$ cat src/rtl/mario_sprite_renderer_pkg.sv
// mario_sprite_pkg: shared sprite geometry, key colour and animation frame encoding
package mario_sprite_pkg;

    localparam int          SPR_W       = 21;
    localparam int          SPR_H       = 41;
    localparam int          ADDR_W      = 10;
    localparam logic [23:0] TRANSPARENT = 24'h800080;

    // Encoding doubles as the frame-ROM select value
    typedef enum logic [1:0] {
        STAND  = 2'd0,
        WALK_A = 2'd1,
        WALK_B = 2'd2,
        JUMP   = 2'd3
    } anim_state_t;

endpackage

$ cat src/rtl/mario_sprite_renderer_anim_fsm.sv
// mario_anim_fsm: per-video-frame walk/jump animation state, advancing only on frame_tick
module mario_anim_fsm
    import mario_sprite_pkg::*;
#(
    parameter int FRAMES_PER_STEP = 6
) (
    input  logic        Clk,
    input  logic        Reset,
    input  logic        frame_tick,
    input  logic        walking,
    input  logic        airborne,
    output anim_state_t o_state
);

    logic [7:0] r_step_cnt;

    // Jump wins over walking; walk frames alternate every FRAMES_PER_STEP ticks
    always_ff @(posedge Clk or posedge Reset) begin
        if (Reset) begin
            o_state    <= STAND;
            r_step_cnt <= '0;
        end else if (frame_tick) begin
            if (airborne) begin
                o_state    <= JUMP;
                r_step_cnt <= '0;
            end else if (!walking) begin
                o_state    <= STAND;
                r_step_cnt <= '0;
            end else if (o_state == STAND || o_state == JUMP) begin
                o_state    <= WALK_A;
                r_step_cnt <= '0;
            end else if (r_step_cnt == 8'(FRAMES_PER_STEP - 1)) begin
                o_state    <= (o_state == WALK_A) ? WALK_B : WALK_A;
                r_step_cnt <= '0;
            end else begin
                r_step_cnt <= r_step_cnt + 8'd1;
            end
        end
    end

endmodule

$ cat src/rtl/mario_sprite_renderer.sv
// mario_sprite_renderer: two-stage sprite hit/ROM-address and colour-key pipeline (optional MARIO_FLIP_EN mirrors columns)
module mario_sprite_renderer
    import mario_sprite_pkg::*;
#(
    parameter int FRAMES_PER_STEP = 6
) (
    input  logic        Clk,
    input  logic        Reset,
    input  logic        frame_tick,
    input  logic [9:0]  DrawX,
    input  logic [9:0]  DrawY,
    input  logic [9:0]  mario_x,
    input  logic [9:0]  mario_y,
    input  logic        walking,
    input  logic        airborne,
    input  logic        facing_left,
    output logic [9:0]  rom_address,
    output logic [1:0]  rom_sel,
    input  logic [23:0] rom_color,
    output logic        sprite_on,
    output logic [23:0] sprite_rgb
);

    logic [9:0]  r_px, r_py;
    logic        r_face;
    logic        r_hit;
    anim_state_t w_state;
    logic [10:0] w_x_end, w_y_end;
    logic [9:0]  w_dx, w_dy, w_col, w_addr;
    logic        w_hit, w_show;

    mario_anim_fsm #(.FRAMES_PER_STEP(FRAMES_PER_STEP)) u_fsm (
        .Clk        (Clk),
        .Reset      (Reset),
        .frame_tick (frame_tick),
        .walking    (walking),
        .airborne   (airborne),
        .o_state    (w_state)
    );

    // 11-bit box ends so a sprite near the right/bottom edge clips instead of wrapping
    assign w_x_end = {1'b0, r_px} + 11'(SPR_W);
    assign w_y_end = {1'b0, r_py} + 11'(SPR_H);
    assign w_hit   = DrawX >= r_px && {1'b0, DrawX} < w_x_end && DrawY >= r_py && {1'b0, DrawY} < w_y_end;
    assign w_dx    = DrawX - r_px;
    assign w_dy    = DrawY - r_py;
`ifdef MARIO_FLIP_EN
    assign w_col   = r_face ? 10'(SPR_W - 1) - w_dx : w_dx;
`else
    assign w_col   = w_dx;
`endif
    assign w_addr  = w_dy * 10'(SPR_W) + w_col;
    assign w_show  = r_hit && rom_color != TRANSPARENT;

    // Position/direction frozen between frame ticks so a frame never tears
    always_ff @(posedge Clk or posedge Reset) begin
        if (Reset) begin
            r_px   <= '0;
            r_py   <= '0;
            r_face <= 1'b0;
        end else if (frame_tick) begin
            r_px   <= mario_x;
            r_py   <= mario_y;
            r_face <= facing_left;
        end
    end

    // Stage 1: box hit and ROM address/frame select
    always_ff @(posedge Clk or posedge Reset) begin
        if (Reset) begin
            r_hit       <= 1'b0;
            rom_address <= '0;
            rom_sel     <= STAND;
        end else begin
            r_hit       <= w_hit;
            rom_address <= w_hit ? w_addr : '0;
            rom_sel     <= w_state;
        end
    end

    // Stage 2: key out the transparent palette entry
    always_ff @(posedge Clk or posedge Reset) begin
        if (Reset) begin
            sprite_on  <= 1'b0;
            sprite_rgb <= '0;
        end else begin
            sprite_on  <= w_show;
            sprite_rgb <= w_show ? rom_color : '0;
        end
    end

endmodule

$ cat config.mk
export PLATFORM = sky130hd
export DESIGN_NAME = mario_sprite_renderer
export DESIGN_NICKNAME = d
export VERILOG_FILES = /design/src/rtl/mario_sprite_renderer_pkg.sv /design/src/rtl/mario_sprite_renderer_anim_fsm.sv /design/src/rtl/mario_sprite_renderer.sv
export SDC_FILE = /design/constraint.sdc
export NUM_CORES = 1
export LEC_CHECK = 0
export CAP_MARGIN = 20
export CORE_ASPECT_RATIO = 1.5
export CORE_UTILIZATION = 29
export CTS_CLUSTER_DIAMETER = 150
export DETAILED_ROUTE_END_ITERATION = 10
export SETUP_SLACK_MARGIN = 0.05
export SLEW_MARGIN = 40
export SYNTH_ARGS = -nofsm -noshare
export SYNTH_HDL_FRONTEND = slang
export SYNTH_SLANG_ARGS = --single-unit
$ cat constraint.sdc
create_clock -name Clk -period 5.79 [get_ports Clk]
set_input_delay 0.8685 -clock Clk [delete_from_list [all_inputs] [get_ports Clk]]
set_output_delay 0.8685 -clock Clk [all_outputs]
set_load 0.03 [all_outputs]
==> metrics.cfg <==
[sta]
hold_violations=0
maxSlewViolCount=0
period_needed_ns=5.44
tightest_slew_ns=0.623
setup_viol=0
setup_tns_ns=0
max_freq_mhz=184
grt_setup_unrepaired=false
worst_slack_ns=0.347
finClkSkew_ns=0.0122
maxSlewHeadroom_pct=58.5
min_period_over_period_pct=94.0
holdWs_ns=0.407

[critical_path]
path_class=in -> reg
crit_path_top_delay_cell=fa_1
worst-path-max-fanout=3
crit_required_ns=6.04
worstPathCellList=clkdlybuf4s50_1, inv_2, ha_1, inv_1, fa_2, buf_4, a21o_1, a211oi_1, nor2_1, ha_1, ha_1, fa_1, inv_1, fa_1, inv_1, ha_1, o21ai_0, and2b_1, o21ai_1, o41ai_2, xor3_1, nor2_1
cp-start-kind=input port
r2r-start=r_py[0]
cp-startpoint=DrawY[0]
crit_arrival_ns=5.69
r2r_end=rom_address[9]
critical_path.max_stage_delay_ns=0.54
reg2reg_slack_ns=1.02
reg2reg_depth=20
crit_path_frequent_cell=ha_1
cpLargestDelayFamily=adder cells
critPathCaptureType=flop
cp_num_buf_inv=6

[synth]
synth_most_common_cell=inv_1
synth.area.mux_share_pct=0.199
yosysTopAreaCell=dfrtp_1
synthSimpleGateAreaFrac_pct=14.1
yosysUniqueCellTypes=43
syn-instance-count=526
syn_area_per_cell_um2=9.55
synth_top_family_by_area=adder cells
yosys-top-cells-area=dfrtp_1 34%, ha_1 19%, fa_1 8.0%, inv_1 6.3%, xnor2_1 4.7%
synth_enable_flop_cells=0
yosysSeqAreaShare_pct=33.9
syn_area_mm2=0.00502
synth_top_area_share_pct=33.9
synth-main-ff-cell=dfrtp_1
async_reset_ff_share_pct=100
synthAdderAreaFrac_pct=26.7
synth_warnings=0
syn_nets=691
synth_xor_area_share_pct=7.70
synth_compound_area_share_pct=10.7
synth_common_cells=84 x inv_1, 75 x ha_1, 68 x dfrtp_1
ys_ff_latch=68

[route]
drtAntennaViolNets=0
dr.first_iter.drc_count=132
drtPass1Iterations=4
num_vias=4001
wl_per_cell_um=13.6
wirelength_mm=11.9
drcViolationCount=0
viasPerCell=4.58

[layout]
fin_area_mm2=0.00683
synthToLayoutAreaGrowth_pct=36.1
drive_above_1_share_pct=8.58
n_antenna_cell=0
fin_nets=824
fillers=1686
utilization_pct=40.6

[clock_network]
cts_buffers=9
cts_tree=done
clock_path_buffers=2
cts_sinks=68
ctsRootBufferMaster=clkbuf_16
clk_pin_slew_ns=0.06
cts_setup_buffers=0
insertion_delay_ns=0.33
htreeDepth=3

[power]
p_leak_nw=3.26
irDropWorstVdd_uv=375
p_per_area_mw_per_mm2=471

[global_routing]
grtUsageMet3_pct=3.35
grt_busiest_layer=met2
grt_util_met1_pct=14.8
grt_pass1_wl_mm=20.0
grt_util_met2_pct=27.5
grt_pass1_vias=4312
grt_usage_pct=14.5
grt_max_degree=69
grt_antenna_before_repair=0
overflow=0

[hold_path]
hp-start=u_fsm.o_state[1]
min_path_cells=0
min_path_type=reg -> reg
hold_end=rom_sel[1]

[die]
dieWidth_um=109
fp.dieH_um=163
rows=58
ios=107
start_util_pct=29.8
coreArea_mm2=0.0168
dieArea_mm2=0.0179

[placement]
dp_hpwl_mm=9.91
gp_congestion=0.843
pre_cts_ws_ns=-0.435
place_area_mm2=0.00649
io_buffer_count=105

[run_status]
status=finished, final reports clean

[flow_run]
drv_cap=0

[cell families after synthesis]
kind of cell	Yosys count
AND/OR/NAND/NOR	144
adder cells (fa/ha/maj)	95
buffers and inverters	91
AO/OA/AOI/OAI	87
flip-flops	68
XOR/XNOR	40
multiplexers	1
[flip-flops by register name, indices dropped and copies added, names as in the netlist]
register	flops
r_hit	1
r_px	10
r_py	10
rom_address	10
rom_sel	2
sprite_on	1
sprite_rgb	24
u_fsm.o_state	2
u_fsm.r_step_cnt	8
[final cells by class]
class / count / area (µm²) / share of cell area, %
Tap cell: 210 / 263 / 3.85
Multi-Input combinational cell: 367 / 3030 / 44.4
Timing Repair Buffer: 129 / 1230 / 18.1
Clock buffer: 9 / 225 / 3.30
Inverter: 84 / 315 / 4.61
Clock inverter: 7 / 58.8 / 0.861
Sequential cell: 68 / 1700 / 24.9
[what timing repair did]
item                                    in CTS  in global routing
endpoints found under the setup margin       1                  2
hold buffers                                 0                  0
pin swaps                                    0                  9
resized for setup                            2                 10
[cells in the final DEF, fill, tap and decap left out, types with 3 or more instances in the layout]
master           instances
nand3_1                 11
a31oi_1                  4
nand4_1                  7
o21a_1                   6
nor3_1                   8
nor4b_1                  3
xnor2_2                  3
nand2_1                 43
a211oi_1                 4
buf_4                   23
fa_1                    18
clkinv_4                 3
nor4_1                   4
nor2b_1                  5
clkbuf_16                9
clkdlybuf4s50_1        105
ha_1                    74
o21ai_0                 31
and2_1                  25
a21o_1                   7
xnor2_1                 24
xor2_1                  10
inv_1                   82
nor2_1                  31
dfrtp_1                 68
a21oi_1                 16
[layer usage]
metal / routed length [µm] / up-vias
li1: - / 2010
met1: 4410 / 1907
met2: 6640 / 68
met3: 529 / 16
met4: 307 / 0
met5: 0 / -
[where the power goes]
| group | internal, mW | leakage (nW) | total (mW) | switching (mW) |
|---|---|---|---|---|
| clock network | 0.295 | 0.133 | 0.520 | 0.225 |
| logic | 1.13 | 2.23 | 2.16 | 1.03 |
| registers | 0.521 | 0.898 | 0.544 | 0.0229 |
[worst max-delay path by stage]
| stage | cells after the start | to | slack [ns] |
|---|---|---|---|
| 2_1_floorplan | 20 | rom_address[9] | 0.39 |
| 3_3_place_gp | 21 | rom_address[9] | -0.31 |
| 3_5_place_dp | 21 | rom_address[9] | -0.43 |
| 4_1_cts | 21 | rom_address[9] | 0.08 |
| 5_1_grt | 21 | rom_address[9] | 0.08 |
| 6_report | 22 | rom_address[9] | 0.35 |
[per-stage QoR]
| stage | std cells | total power, mW |
|---|---|---|
| after detailed placement | 858 | 2.62 |
| after CTS | 874 | 3.19 |
| final | 874 | 3.22 |
| after global routing | 874 | 3.56 |
| after global placement | 858 | 2.56 |
| after floorplan | 526 | 1.99 |
No activity file was read; power rests on OpenSTA's default activity.
